<file path="src/rtl/spi_seq_pkg.sv">
// Shared constants and types for the SPI transfer sequencer.
//   - Peripheral register addresses (8-bit offsets, zero-extended to ADDR_W).
//   - SPISR bit positions as seen in PRDATA[7:0] on a status read.
//   - err_code encodings reported with done.
//   - FSM state encoding and the debug view struct exported by the top.
package spi_seq_pkg;

    localparam logic [7:0] SPI_A_CFG  = 8'h00;
    localparam logic [7:0] SPI_A_TX   = 8'h04;
    localparam logic [7:0] SPI_A_RX   = 8'h08;
    localparam logic [7:0] SPI_A_IDLE = 8'h0C;

    localparam int SPIF  = 7;
    localparam int SPTEF = 5;
    localparam int MODF  = 4;

    localparam logic [1:0] ERR_NONE    = 2'b00;
    localparam logic [1:0] ERR_MODF    = 2'b01;
    localparam logic [1:0] ERR_TIMEOUT = 2'b10;

    typedef logic [3:0] state_t;

    localparam state_t ST_IDLE   = 4'd0;
    localparam state_t ST_ARB    = 4'd1;
    localparam state_t ST_CFG    = 4'd2;
    localparam state_t ST_TE_REQ = 4'd3;
    localparam state_t ST_TE_CHK = 4'd4;
    localparam state_t ST_WR     = 4'd5;
    localparam state_t ST_F_REQ  = 4'd6;
    localparam state_t ST_F_CHK  = 4'd7;
    localparam state_t ST_RD     = 4'd8;
    localparam state_t ST_RD_CAP = 4'd9;
    localparam state_t ST_DONE   = 4'd10;

    // Registered debug view: FSM state, current poll count, last SPISR pin value.
    typedef struct packed {
        state_t     state;
        logic [7:0] poll_cnt;
        logic [7:0] spisr;
    } seq_dbg_t;

endpackage

</file>
<file path="src/rtl/spi_rr_arb2.sv">
// Two-input round-robin arbiter.
//   clk, rst : clock, asynchronous active-high reset
//   req      : request bits
//   adv      : strobe; when high and a grant is offered, the winner becomes
//              the last-granted requester
//   grant    : one-hot (or zero) combinational grant offer
// On a tie the requester that was not granted last wins. The last-grant
// pointer resets to 1 so requester 0 wins the first tie.
module spi_rr_arb2 (
    input  logic       clk,
    input  logic       rst,
    input  logic [1:0] req,
    input  logic       adv,
    output logic [1:0] grant
);

    logic last_q;
    logic last_d;

    always_comb begin
        if (req == 2'b11) begin
            grant = last_q ? 2'b01 : 2'b10;
        end else begin
            grant = req;
        end
        last_d = last_q;
        if (adv && (grant != 2'b00)) begin
            last_d = grant[1];
        end
    end

    always_ff @(posedge clk or posedge rst) begin
        if (rst) begin
            last_q <= 1'b1;
        end else begin
            last_q <= last_d;
        end
    end

endmodule

</file>
<file path="src/rtl/spi_xfer_sequencer.sv">
// Bus-master sequencer driving the SPI controller's register port for two
// requesters (0 = core, 1 = DMA). One transfer: write config, poll SPTEF,
// write TX word, poll SPIF, read RX word, report result.
// Ports:
//   PCLK, PRESET              clock, asynchronous active-high reset
//   req[1:0]                  level requests, held until the matching gnt
//   req_cfg0/1, req_wdata0/1  per-requester config image and TX word
//   gnt[1:0]                  one-cycle one-hot accept pulse
//   done, done_id, rdata,     end-of-transfer pulse with owner, RX word
//   err, err_code             (0 on error) and error status
//   PSEL, PWRITE, PADDR,      peripheral access, 1-cycle select pulses
//   PWDATA, PRDATA            (PRDATA is registered by the peripheral)
//   SPISR                     status pins, registered into the debug view
//   dbg                       registered state / poll count / status view
// All outputs come straight from flops. Bus and handshake outputs are
// computed from the next state so they are valid in the cycle the FSM sits
// in the corresponding state.
module spi_xfer_sequencer
    import spi_seq_pkg::*;
#(
    parameter int DATA_W   = 32,
    parameter int ADDR_W   = 32,
    parameter int POLL_MAX = 255
) (
    input  logic              PCLK,
    input  logic              PRESET,
    input  logic [1:0]        req,
    input  logic [23:0]       req_cfg0,
    input  logic [23:0]       req_cfg1,
    input  logic [DATA_W-1:0] req_wdata0,
    input  logic [DATA_W-1:0] req_wdata1,
    output logic [1:0]        gnt,
    output logic              done,
    output logic              done_id,
    output logic [DATA_W-1:0] rdata,
    output logic              err,
    output logic [1:0]        err_code,
    output logic              PSEL,
    output logic              PWRITE,
    output logic [ADDR_W-1:0] PADDR,
    output logic [DATA_W-1:0] PWDATA,
    input  logic [DATA_W-1:0] PRDATA,
    input  logic [7:0]        SPISR,
    output seq_dbg_t          dbg
);

    // Index of the last permitted poll in a wait phase (counter starts at 0).
    localparam logic [7:0] POLL_LAST = 8'(POLL_MAX - 1);

    state_t            state_q,    state_d;
    logic [7:0]        poll_cnt_q, poll_cnt_d;
    logic              owner_q,    owner_d;
    logic [23:0]       cfg_q,      cfg_d;
    logic [DATA_W-1:0] wdata_q,    wdata_d;
    logic [1:0]        gnt_q,      gnt_d;
    logic              done_q,     done_d;
    logic              done_id_q,  done_id_d;
    logic [DATA_W-1:0] rdata_q,    rdata_d;
    logic              err_q,      err_d;
    logic [1:0]        err_code_q, err_code_d;
    logic              psel_q,     psel_d;
    logic              pwrite_q,   pwrite_d;
    logic [ADDR_W-1:0] paddr_q,    paddr_d;
    logic [DATA_W-1:0] pwdata_q,   pwdata_d;
    logic [7:0]        spisr_q,    spisr_d;

    logic [1:0] arb_gnt;
    logic       arb_adv;
    logic       chk_bit;
    logic       in_te;

    spi_rr_arb2 u_arb (
        .clk   (PCLK),
        .rst   (PRESET),
        .req   (req),
        .adv   (arb_adv),
        .grant (arb_gnt)
    );

    always_comb begin
        state_d    = state_q;
        poll_cnt_d = poll_cnt_q;
        owner_d    = owner_q;
        cfg_d      = cfg_q;
        wdata_d    = wdata_q;
        gnt_d      = 2'b00;
        done_d     = 1'b0;
        done_id_d  = done_id_q;
        rdata_d    = rdata_q;
        err_d      = err_q;
        err_code_d = err_code_q;
        spisr_d    = SPISR;
        arb_adv    = 1'b0;
        in_te      = (state_q == ST_TE_CHK);
        chk_bit    = in_te ? PRDATA[SPTEF] : PRDATA[SPIF];

        case (state_q)
            // The winner is chosen on the IDLE->ARB edge so that the
            // registered gnt pulse lands in the ARB cycle.
            ST_IDLE: begin
                if (arb_gnt != 2'b00) begin
                    state_d = ST_ARB;
                    arb_adv = 1'b1;
                    gnt_d   = arb_gnt;
                    owner_d = arb_gnt[1];
                    cfg_d   = arb_gnt[1] ? req_cfg1 : req_cfg0;
                    wdata_d = arb_gnt[1] ? req_wdata1 : req_wdata0;
                end
            end
            ST_ARB:    state_d = ST_CFG;
            ST_CFG: begin
                state_d    = ST_TE_REQ;
                poll_cnt_d = '0;
            end
            ST_TE_REQ: state_d = ST_TE_CHK;
            // Priority: MODF abort, then condition bit, then timeout.
            ST_TE_CHK, ST_F_CHK: begin
                if (PRDATA[MODF]) begin
                    state_d    = ST_DONE;
                    err_d      = 1'b1;
                    err_code_d = ERR_MODF;
                    rdata_d    = '0;
                end else if (chk_bit) begin
                    state_d = in_te ? ST_WR : ST_RD;
                end else if (poll_cnt_q == POLL_LAST) begin
                    state_d    = ST_DONE;
                    err_d      = 1'b1;
                    err_code_d = ERR_TIMEOUT;
                    rdata_d    = '0;
                end else begin
                    poll_cnt_d = poll_cnt_q + 8'd1;
                    state_d    = in_te ? ST_TE_REQ : ST_F_REQ;
                end
            end
            ST_WR: begin
                state_d    = ST_F_REQ;
                poll_cnt_d = '0;
            end
            ST_F_REQ:  state_d = ST_F_CHK;
            ST_RD:     state_d = ST_RD_CAP;
            ST_RD_CAP: begin
                state_d    = ST_DONE;
                err_d      = 1'b0;
                err_code_d = ERR_NONE;
                rdata_d    = PRDATA;
            end
            ST_DONE:   state_d = ST_IDLE;
            default:   state_d = ST_IDLE;
        endcase

        if (state_d == ST_DONE) begin
            done_d    = 1'b1;
            done_id_d = owner_q;
        end
    end

    // Bus drive for the coming cycle. Status reads also carry the config
    // image because the peripheral reloads its config on those reads.
    always_comb begin
        psel_d   = 1'b0;
        pwrite_d = 1'b0;
        paddr_d  = ADDR_W'(SPI_A_IDLE);
        pwdata_d = '0;
        case (state_d)
            ST_CFG: begin
                psel_d   = 1'b1;
                pwrite_d = 1'b1;
                paddr_d  = ADDR_W'(SPI_A_CFG);
                pwdata_d = DATA_W'(cfg_d);
            end
            ST_TE_REQ, ST_F_REQ: begin
                psel_d   = 1'b1;
                paddr_d  = ADDR_W'(SPI_A_CFG);
                pwdata_d = DATA_W'(cfg_d);
            end
            ST_WR: begin
                psel_d   = 1'b1;
                pwrite_d = 1'b1;
                paddr_d  = ADDR_W'(SPI_A_TX);
                pwdata_d = wdata_d;
            end
            ST_RD: begin
                psel_d  = 1'b1;
                paddr_d = ADDR_W'(SPI_A_RX);
            end
            default: ;
        endcase
    end

    always_ff @(posedge PCLK or posedge PRESET) begin
        if (PRESET) begin
            state_q    <= ST_IDLE;
            poll_cnt_q <= '0;
            owner_q    <= 1'b0;
            cfg_q      <= '0;
            wdata_q    <= '0;
            gnt_q      <= 2'b00;
            done_q     <= 1'b0;
            done_id_q  <= 1'b0;
            rdata_q    <= '0;
            err_q      <= 1'b0;
            err_code_q <= ERR_NONE;
            psel_q     <= 1'b0;
            pwrite_q   <= 1'b0;
            paddr_q    <= ADDR_W'(SPI_A_IDLE);
            pwdata_q   <= '0;
            spisr_q    <= '0;
        end else begin
            state_q    <= state_d;
            poll_cnt_q <= poll_cnt_d;
            owner_q    <= owner_d;
            cfg_q      <= cfg_d;
            wdata_q    <= wdata_d;
            gnt_q      <= gnt_d;
            done_q     <= done_d;
            done_id_q  <= done_id_d;
            rdata_q    <= rdata_d;
            err_q      <= err_d;
            err_code_q <= err_code_d;
            psel_q     <= psel_d;
            pwrite_q   <= pwrite_d;
            paddr_q    <= paddr_d;
            pwdata_q   <= pwdata_d;
            spisr_q    <= spisr_d;
        end
    end

    assign gnt      = gnt_q;
    assign done     = done_q;
    assign done_id  = done_id_q;
    assign rdata    = rdata_q;
    assign err      = err_q;
    assign err_code = err_code_q;
    assign PSEL     = psel_q;
    assign PWRITE   = pwrite_q;
    assign PADDR    = paddr_q;
    assign PWDATA   = pwdata_q;
    assign dbg      = '{state: state_q, poll_cnt: poll_cnt_q, spisr: spisr_q};

endmodule

</file>
<file path="config.mk">
export PLATFORM = sky130hd
export DESIGN_NAME = spi_xfer_sequencer
export DESIGN_NICKNAME = d
export VERILOG_FILES = /design/src/rtl/spi_seq_pkg.sv /design/src/rtl/spi_rr_arb2.sv /design/src/rtl/spi_xfer_sequencer.sv
export SDC_FILE = /design/constraint.sdc
export NUM_CORES = 1
export LEC_CHECK = 0
export BUFFER_PORTS_ARGS = -buffer_cell sky130_fd_sc_hd__buf_4
export CAP_MARGIN = 20
export CORE_MARGIN = 3
export CORE_UTILIZATION = 31
export CTS_CLUSTER_DIAMETER = 120
export DETAILED_ROUTE_END_ITERATION = 12
export MAX_ROUTING_LAYER = met4
export PLACE_DENSITY_LB_ADDON = 0.2
export SYNTH_ARGS = -nofsm -noshare
export SYNTH_HDL_FRONTEND = slang
export SYNTH_HIERARCHICAL = 1
export SYNTH_SLANG_ARGS = --single-unit
</file>
<file path="constraint.sdc">
create_clock -name PCLK -period 8.1 [get_ports PCLK]
set_input_delay 0.405 -clock PCLK [delete_from_list [all_inputs] [get_ports PCLK]]
set_output_delay 0.405 -clock PCLK [all_outputs]
set_load 0.05 [all_outputs]
</file>
## Word level (Yosys, flattened, before mapping)

Cells that the tools add are included.

- Flip-flop bits (word level): 183
- Bits of input ports: 156
- Output and inout bits: 125
- Logic and storage cells: 94

- Add/sub/neg operators: 1
- Equal/unequal tests: 22
- Multiplexer cells: 41
- Reductions and logical operators: 13

Operator list:

| cell | number |
|---|---|
| 32-bit 2-to-1 mux | 6 |
| 32-bit one-hot mux with 2 select lines | 2 |
| 24-bit 2-to-1 mux | 3 |
| 4-bit one-hot mux with 9 select lines | 1 |
| 4-bit by 3-bit equality test with 1-bit output (second input constant) | 6 |
| 8-bit 2-to-1 mux | 3 |
| 4-bit 2-to-1 mux | 5 |
| 4-bit by 2-bit equality test with 1-bit output (second input constant) | 4 |
| 4-bit equality test (second input constant) | 4 |
| 8-bit one-hot mux with 2 select lines | 1 |
| 2-bit 2-to-1 mux | 7 |
| 4-bit one-hot mux with 3 select lines | 1 |
| 1-bit 2-to-1 mux | 9 |
| 8-bit by 1-bit adder with 8-bit output (second input constant) | 1 |
| 8-bit equality test (second input constant) | 1 |
| 2-bit != test (second input constant) | 3 |
| 3-bit != test (second input constant) | 2 |
| 2-bit nonzero test | 3 |
| 2-bit OR reduction | 3 |
| 5-bit OR reduction | 1 |
| 4-bit by 1-bit equality test with 1-bit output (second input constant) | 1 |
| 4-bit zero test | 1 |
| 2-bit one-hot mux with 2 select lines | 1 |
| 4-bit AND reduction | 1 |
| other kinds (7) | 7 |

## Depth between registers and ports, before layout

- Word-level depth: 9
- Mapped depth: 9
- Depth with buffers taken out: 7

## Hierarchy

Netlist, hierarchy kept.

By module, submodules not included:

| module | times used | cells each | area each (sq um) | sequential area each (sq um) |
|---|---|---|---|---|
| spi_xfer_sequencer | 1 | 631 | 7123.1 | 3806.2 |
| spi_rr_arb2 | 1 | 7 | 60.1 | 26.3 |

## Least setup slack after synthesis

Ideal clock, no wire load.

- Kind: register to register
- From: register state_q[0]
- To: register pwdata_q[12] (netlist: PWDATA[12])
- Library setup time: 0.079 ns
- Arrival time: 2.448 ns
- Required time: 8.021 ns
- Setup slack: 5.573 ns
- Cell stages (with the launch flop): 8
- Buffers on the path: 2
- Clock period less this slack: 2.527 ns
- Cells stage by stage: dfrtp_1 -> buf_6 -> or4b_4 -> mux2i_4 -> a211oi_2 -> clkbuf_1 -> nand2_1 -> mux2i_1

- Word-level cells in the longest chain between the ends: 9
- Elaborated cells on any way between the ends: 27
- Classes of those cells: 13 x eq/ne; 11 x mux; 3 x reduce/logical

Ends and longest elaborated chain:

| item | line | source |
|---|---|---|
| from (decl) | spi_xfer_sequencer.sv:50 | `state_t state_q, state_d;` |
| from (signal assigned) | spi_xfer_sequencer.sv:209 | `state_q <= state_d;` |
| 4-bit by 3-bit equality test with 1-bit output | spi_xfer_sequencer.sv:94, spi_xfer_sequencer.sv:97 |  |
| 3-bit 2-to-1 mux | spi_xfer_sequencer.sv:132 | `state_d = in_te ? ST_TE_REQ : ST_F_REQ;` |
| 4-bit 2-to-1 mux | spi_xfer_sequencer.sv:125 | `end else if (poll_cnt_q == POLL_LAST) begin` |
| 4-bit 2-to-1 mux | spi_xfer_sequencer.sv:123 | `end else if (chk_bit) begin` |
| 4-bit 2-to-1 mux | spi_xfer_sequencer.sv:118 | `if (PRDATA[MODF]) begin` |
| 4-bit one-hot mux with 9 select lines | spi_xfer_sequencer.sv:97 | `case (state_q)` |
| 4-bit by 2-bit equality test with 1-bit output or 4-bit by 3-bit equality test with 1-bit output (tied branches) | spi_xfer_sequencer.sv:164 | `case (state_d)` |
| 3-bit OR reduction (no source line) | -- |  |
| 32-bit one-hot mux with 2 select lines (*) | spi_xfer_sequencer.sv:164 |  |
| via pwdata_d[12] | spi_xfer_sequencer.sv:64 | `logic [DATA_W-1:0] pwdata_q, pwdata_d;` |
| to (signal assigned) | spi_xfer_sequencer.sv:223 | `pwdata_q <= pwdata_d;` |
| to (decl) | spi_xfer_sequencer.sv:64 |  |

The timed path passes the listed nets; every way through them passes the cells marked *.
A chain may end at the register's enable or synchronous reset.

## Final worst setup path

- From: register state_q[1]
- To: register done_id_q (netlist: done_id)

- Word-level cells in the longest chain between the ends: 7
- Elaborated cells on any way between the ends: 20
- Classes of those cells: 10 x eq/ne; 8 x mux; 2 x reduce/logical

Ends and longest elaborated chain:

| item | line | source |
|---|---|---|
| 4-bit by 3-bit equality test with 1-bit output | spi_xfer_sequencer.sv:94, spi_xfer_sequencer.sv:97 |  |
| 3-bit 2-to-1 mux | spi_xfer_sequencer.sv:132 |  |
| 4-bit 2-to-1 mux | spi_xfer_sequencer.sv:125 |  |
| 4-bit 2-to-1 mux | spi_xfer_sequencer.sv:123 |  |
| 4-bit 2-to-1 mux | spi_xfer_sequencer.sv:118 |  |
| 4-bit one-hot mux with 9 select lines (*) | spi_xfer_sequencer.sv:97 |  |
| 4-bit equality test (*) | spi_xfer_sequencer.sv:151 | `if (state_d == ST_DONE) begin` |
| to (signal assigned) | spi_xfer_sequencer.sv:216 | `done_id_q <= done_id_d;` |
| to (decl) | spi_xfer_sequencer.sv:57 | `logic done_id_q, done_id_d;` |

Mark *: on every way between the ends. The rest lies on a longest branch, timed or not.

==> results.md <==
- **via count** 5235
- **sequential cell area fraction in the yosys report** 0.534
- **buffer count from post-CTS setup fixing** 0
- **buffers from clock root to sink, at most** 2
- **multi-input gate area in the final layout** 3020 sq um
- **dominant register cell in the synthesized netlist** sky130_fd_sc_hd__dfrtp_1
- **overall routed net length** 18400 um
- **upper clock frequency limit** 0.352 GHz
- **insertion delay of the later-clocked pin in the worst-skew pair** 420 ps
- **start point of the worst min-delay path** SPISR[2]
- **Int Power** 2.19 mW
- **GPL Wtd Cong** 0.741
- **CP Launch Type** flop
- **placed wire-length estimate after detailed placement** 12500 um
- **power per cell area** 392 nW/um^2
- **clock tree from TritonCTS** yes
- **Data arrival, critical path** 3140 ps
- **Worst Clk Skew** 10.4 ps
- **Worst EP required** 8400 ps
- **Post-Place Cell Area** 9190 sq um
- **largest fanout on the critical path** 36
- **DR vias/cell** 4.46
- **pin count of the biggest net entering global routing** 87
- **Final Max Tran Viols** 0
- **CTS root buffer** sky130_fd_sc_hd__clkbuf_16
- **total CTS buffers** 17
- **overall routing resource usage** 0.147
- **total of max-cap violations** 0
- **Hold Fails Final Rpt** 0
- **wire length per cell** 15.7 um
- **total non-filler cell area in the finished layout** 9800 sq um
- **post-CTS sizing** 0
- **GRT overflow** 0
- **post-synth top area cell** sky130_fd_sc_hd__dfrtp_1
- **category of the most critical setup path** flop to flop
- **Sw Share** 0.429
- **flip-flop and latch count after synthesis** 153
- **number of global-route vias before repair** 5209
- **die area** 25000 sq um
- **detailed router's first-iteration violation count** 248
- **Worst Hold Class** primary input to flop
- **Post-Synthesis Cell Area** 7180 sq um
- **area added between synthesis and finish** 36.4%
- **cell types occupying the most area after synthesis** sky130_fd_sc_hd__dfrtp_1 (52%), sky130_fd_sc_hd__mux2_2 (15%), sky130_fd_sc_hd__nand2_1 (6.3%)
- **clock transition at the registers of the reported paths** 70 ps
- **initial antenna violation count** 0
- **wire length of the first global-routing pass** 28100 um
- **net count of the finished layout** 1035
- **Placement Rows** 55
- **final setup violation count** 0
- **Die W** 158 um
- **Comb pwr share** 0.472
- **top post-synthesis cells by count** sky130_fd_sc_hd__dfrtp_1 (150), sky130_fd_sc_hd__nand2_1 (120), sky130_fd_sc_hd__mux2_2 (97)
- **area of the core region** 22700 sq um
- **flip-flop and latch area** 3830 sq um
- **number of H-tree levels** 4
- **mean cell area of the mapped netlist** 11.3 sq um
- **Synth top area share** 0.523
- **Post-synth ARST share** 1.00
- **sequential share of power** 0.315
- **length of the first detailed-routing pass in iterations** 4
- **ports placed on the boundary** 281
- **gate count of the mapped netlist** 638
- **diode count** 0
- **total of fill cells in the finished design** 2206
- **net switching power of the design** 1.65 mW
- **Crit. End Element** flop
- **proportion of power drawn by the clock network** 0.213
- **Residual DRC** 0
- **share of layout cells above drive strength 1** 0.462
- **post-route insts no fill** 1175
- **placed cells** 1142
- **Critical Path Source** state_q[1]
- **reg-to-reg critical path startpoint** state_q[1]
- **Starting Density** 0.316
- **CTS hold repair buffers** 1
- **die span in y** 158 um
- **transition time of the tightest slew-check pin** 854 ps
- **antenna viol nets, final** 0
- **unrepaired setup endpoints after global routing** no
- **maximum vdd drop** 0.136 mV
- **worst max-slew margin expressed relative to the limit** 0.430
- **time the worst path needs with I/O delays and setup** 2840 ps
- **Tcrit/Tclk final** 0.351
- **Reg2Reg Setup Slack** 5260 ps
- **Sum Neg Setup Slack** 0 ps
- **Ys Warns** 6
- **clock sink total** 153
- **run status** finished, final reports clean
- **Post-synth EDFFs** 0
- **most used standard cell by instance count after synthesis** sky130_fd_sc_hd__dfrtp_1
- **leakage power** 4.78 nW
- **port bufs** 250
- **Power Total** 3.84 mW
- **number of distinct library cells after synthesis** 56
## worst paths after layout
path	end	cells past startpoint
max in group asynchronous	PWDATA[6]	4
min	spisr_q[2]	1
min in group asynchronous	u_arb/last_q	3
max reg2reg	done_id	6
max	done_id	6
min reg2reg	wdata_q[5]	1
## cell usage in the layout (no fill, tap or decap), types with 3 or more instances in the layout
cell type / instances
sky130_fd_sc_hd__a21o_1: 3
sky130_fd_sc_hd__a21oi_1: 18
sky130_fd_sc_hd__and2_1: 12
sky130_fd_sc_hd__buf_4: 258
sky130_fd_sc_hd__clkbuf_16: 17
sky130_fd_sc_hd__clkinv_4: 3
sky130_fd_sc_hd__conb_1: 30
sky130_fd_sc_hd__dfrtp_1: 150
sky130_fd_sc_hd__dfstp_2: 3
sky130_fd_sc_hd__inv_1: 8
sky130_fd_sc_hd__inv_6: 7
sky130_fd_sc_hd__inv_8: 3
sky130_fd_sc_hd__mux2_2: 97
sky130_fd_sc_hd__mux2i_1: 32
sky130_fd_sc_hd__nand2_1: 120
sky130_fd_sc_hd__nand2b_1: 3
sky130_fd_sc_hd__nand3_1: 3
sky130_fd_sc_hd__nand4_1: 5
sky130_fd_sc_hd__nor2_1: 21
sky130_fd_sc_hd__nor3b_1: 3
sky130_fd_sc_hd__o21ai_0: 37
sky130_fd_sc_hd__or2_2: 5
sky130_fd_sc_hd__xor2_1: 6
## metrics by stage
step           setup slack (ps)  hold slack (ps)   util
6_report                   5260             93.1  0.432
5_1_grt                    5070             59.0  0.432
4_1_cts                    5290             68.8  0.432
3_5_place_dp               5310              448  0.404
3_3_place_gp               5310              446  0.404
2_1_floorplan              3610              295      -
## sequential cells by signal (all words and copies together), names as in the netlist
name	flops
PADDR	2
PSEL	1
PWDATA	32
PWRITE	1
cfg_q	24
done	1
done_id	1
err	1
err_code	2
gnt	2
owner_q	1
poll_cnt_q	8
rdata	32
spisr_q	8
state_q	4
u_arb/last_q	1
wdata_q	32
## routing by layer
layer  up-vias  track usage  part of all wire
met5         -            -                 0
met4         0       0.0299            0.0078
met3         8       0.0426             0.057
met2       144        0.233              0.50
met1      2505        0.190              0.44
li1       2578            -                 -
## worst max-delay path: stages, from the launching register on
cell and delay, ps:
sky130_fd_sc_hd__dfrtp_1 800, sky130_fd_sc_hd__xor2_1 200, sky130_fd_sc_hd__nor4_1 670, sky130_fd_sc_hd__a21o_1 210, sky130_fd_sc_hd__buf_4 320, sky130_fd_sc_hd__or2_2 190, sky130_fd_sc_hd__mux2_2 320
## cell families (layout without fill, tap and decap cells)
| logic type | after synthesis | in the layout | share of synthesized area |
|---|---|---|---|
| other | 1 | 30 | 0.000522 |
| AO/OA/AOI/OAI | 80 | 80 | 0.0690 |
| flip-flops | 153 | 153 | 0.534 |
| AND/OR/NAND/NOR | 187 | 187 | 0.118 |
| XOR/XNOR | 8 | 8 | 0.00975 |
| multiplexers | 130 | 130 | 0.200 |
| adder cells (fa/ha/maj) | 2 | 2 | 0.00348 |
| buffers and inverters | 77 | 300 | 0.0658 |
## power groups by stage
stage	registers (mW)	clock network (mW)	logic, mW
after global placement	1.22	0	1.83
after CTS	1.21	0.850	1.85
after floorplan	1.67	0	0.888
final	1.21	0.818	1.81
after global routing	1.24	0.884	1.97
after detailed placement	1.22	0	1.85
## area by class of cell
class / instances / area share
clock buffer: 17 / 0.0434
clock inverter: 15 / 0.0184
inverter: 9 / 0.00396
multi-input combinational: 437 / 0.308
sequential: 153 / 0.391
tap: 285 / 0.0364
timing repair buffer: 259 / 0.199
Power figures use the tool's default switching activity.
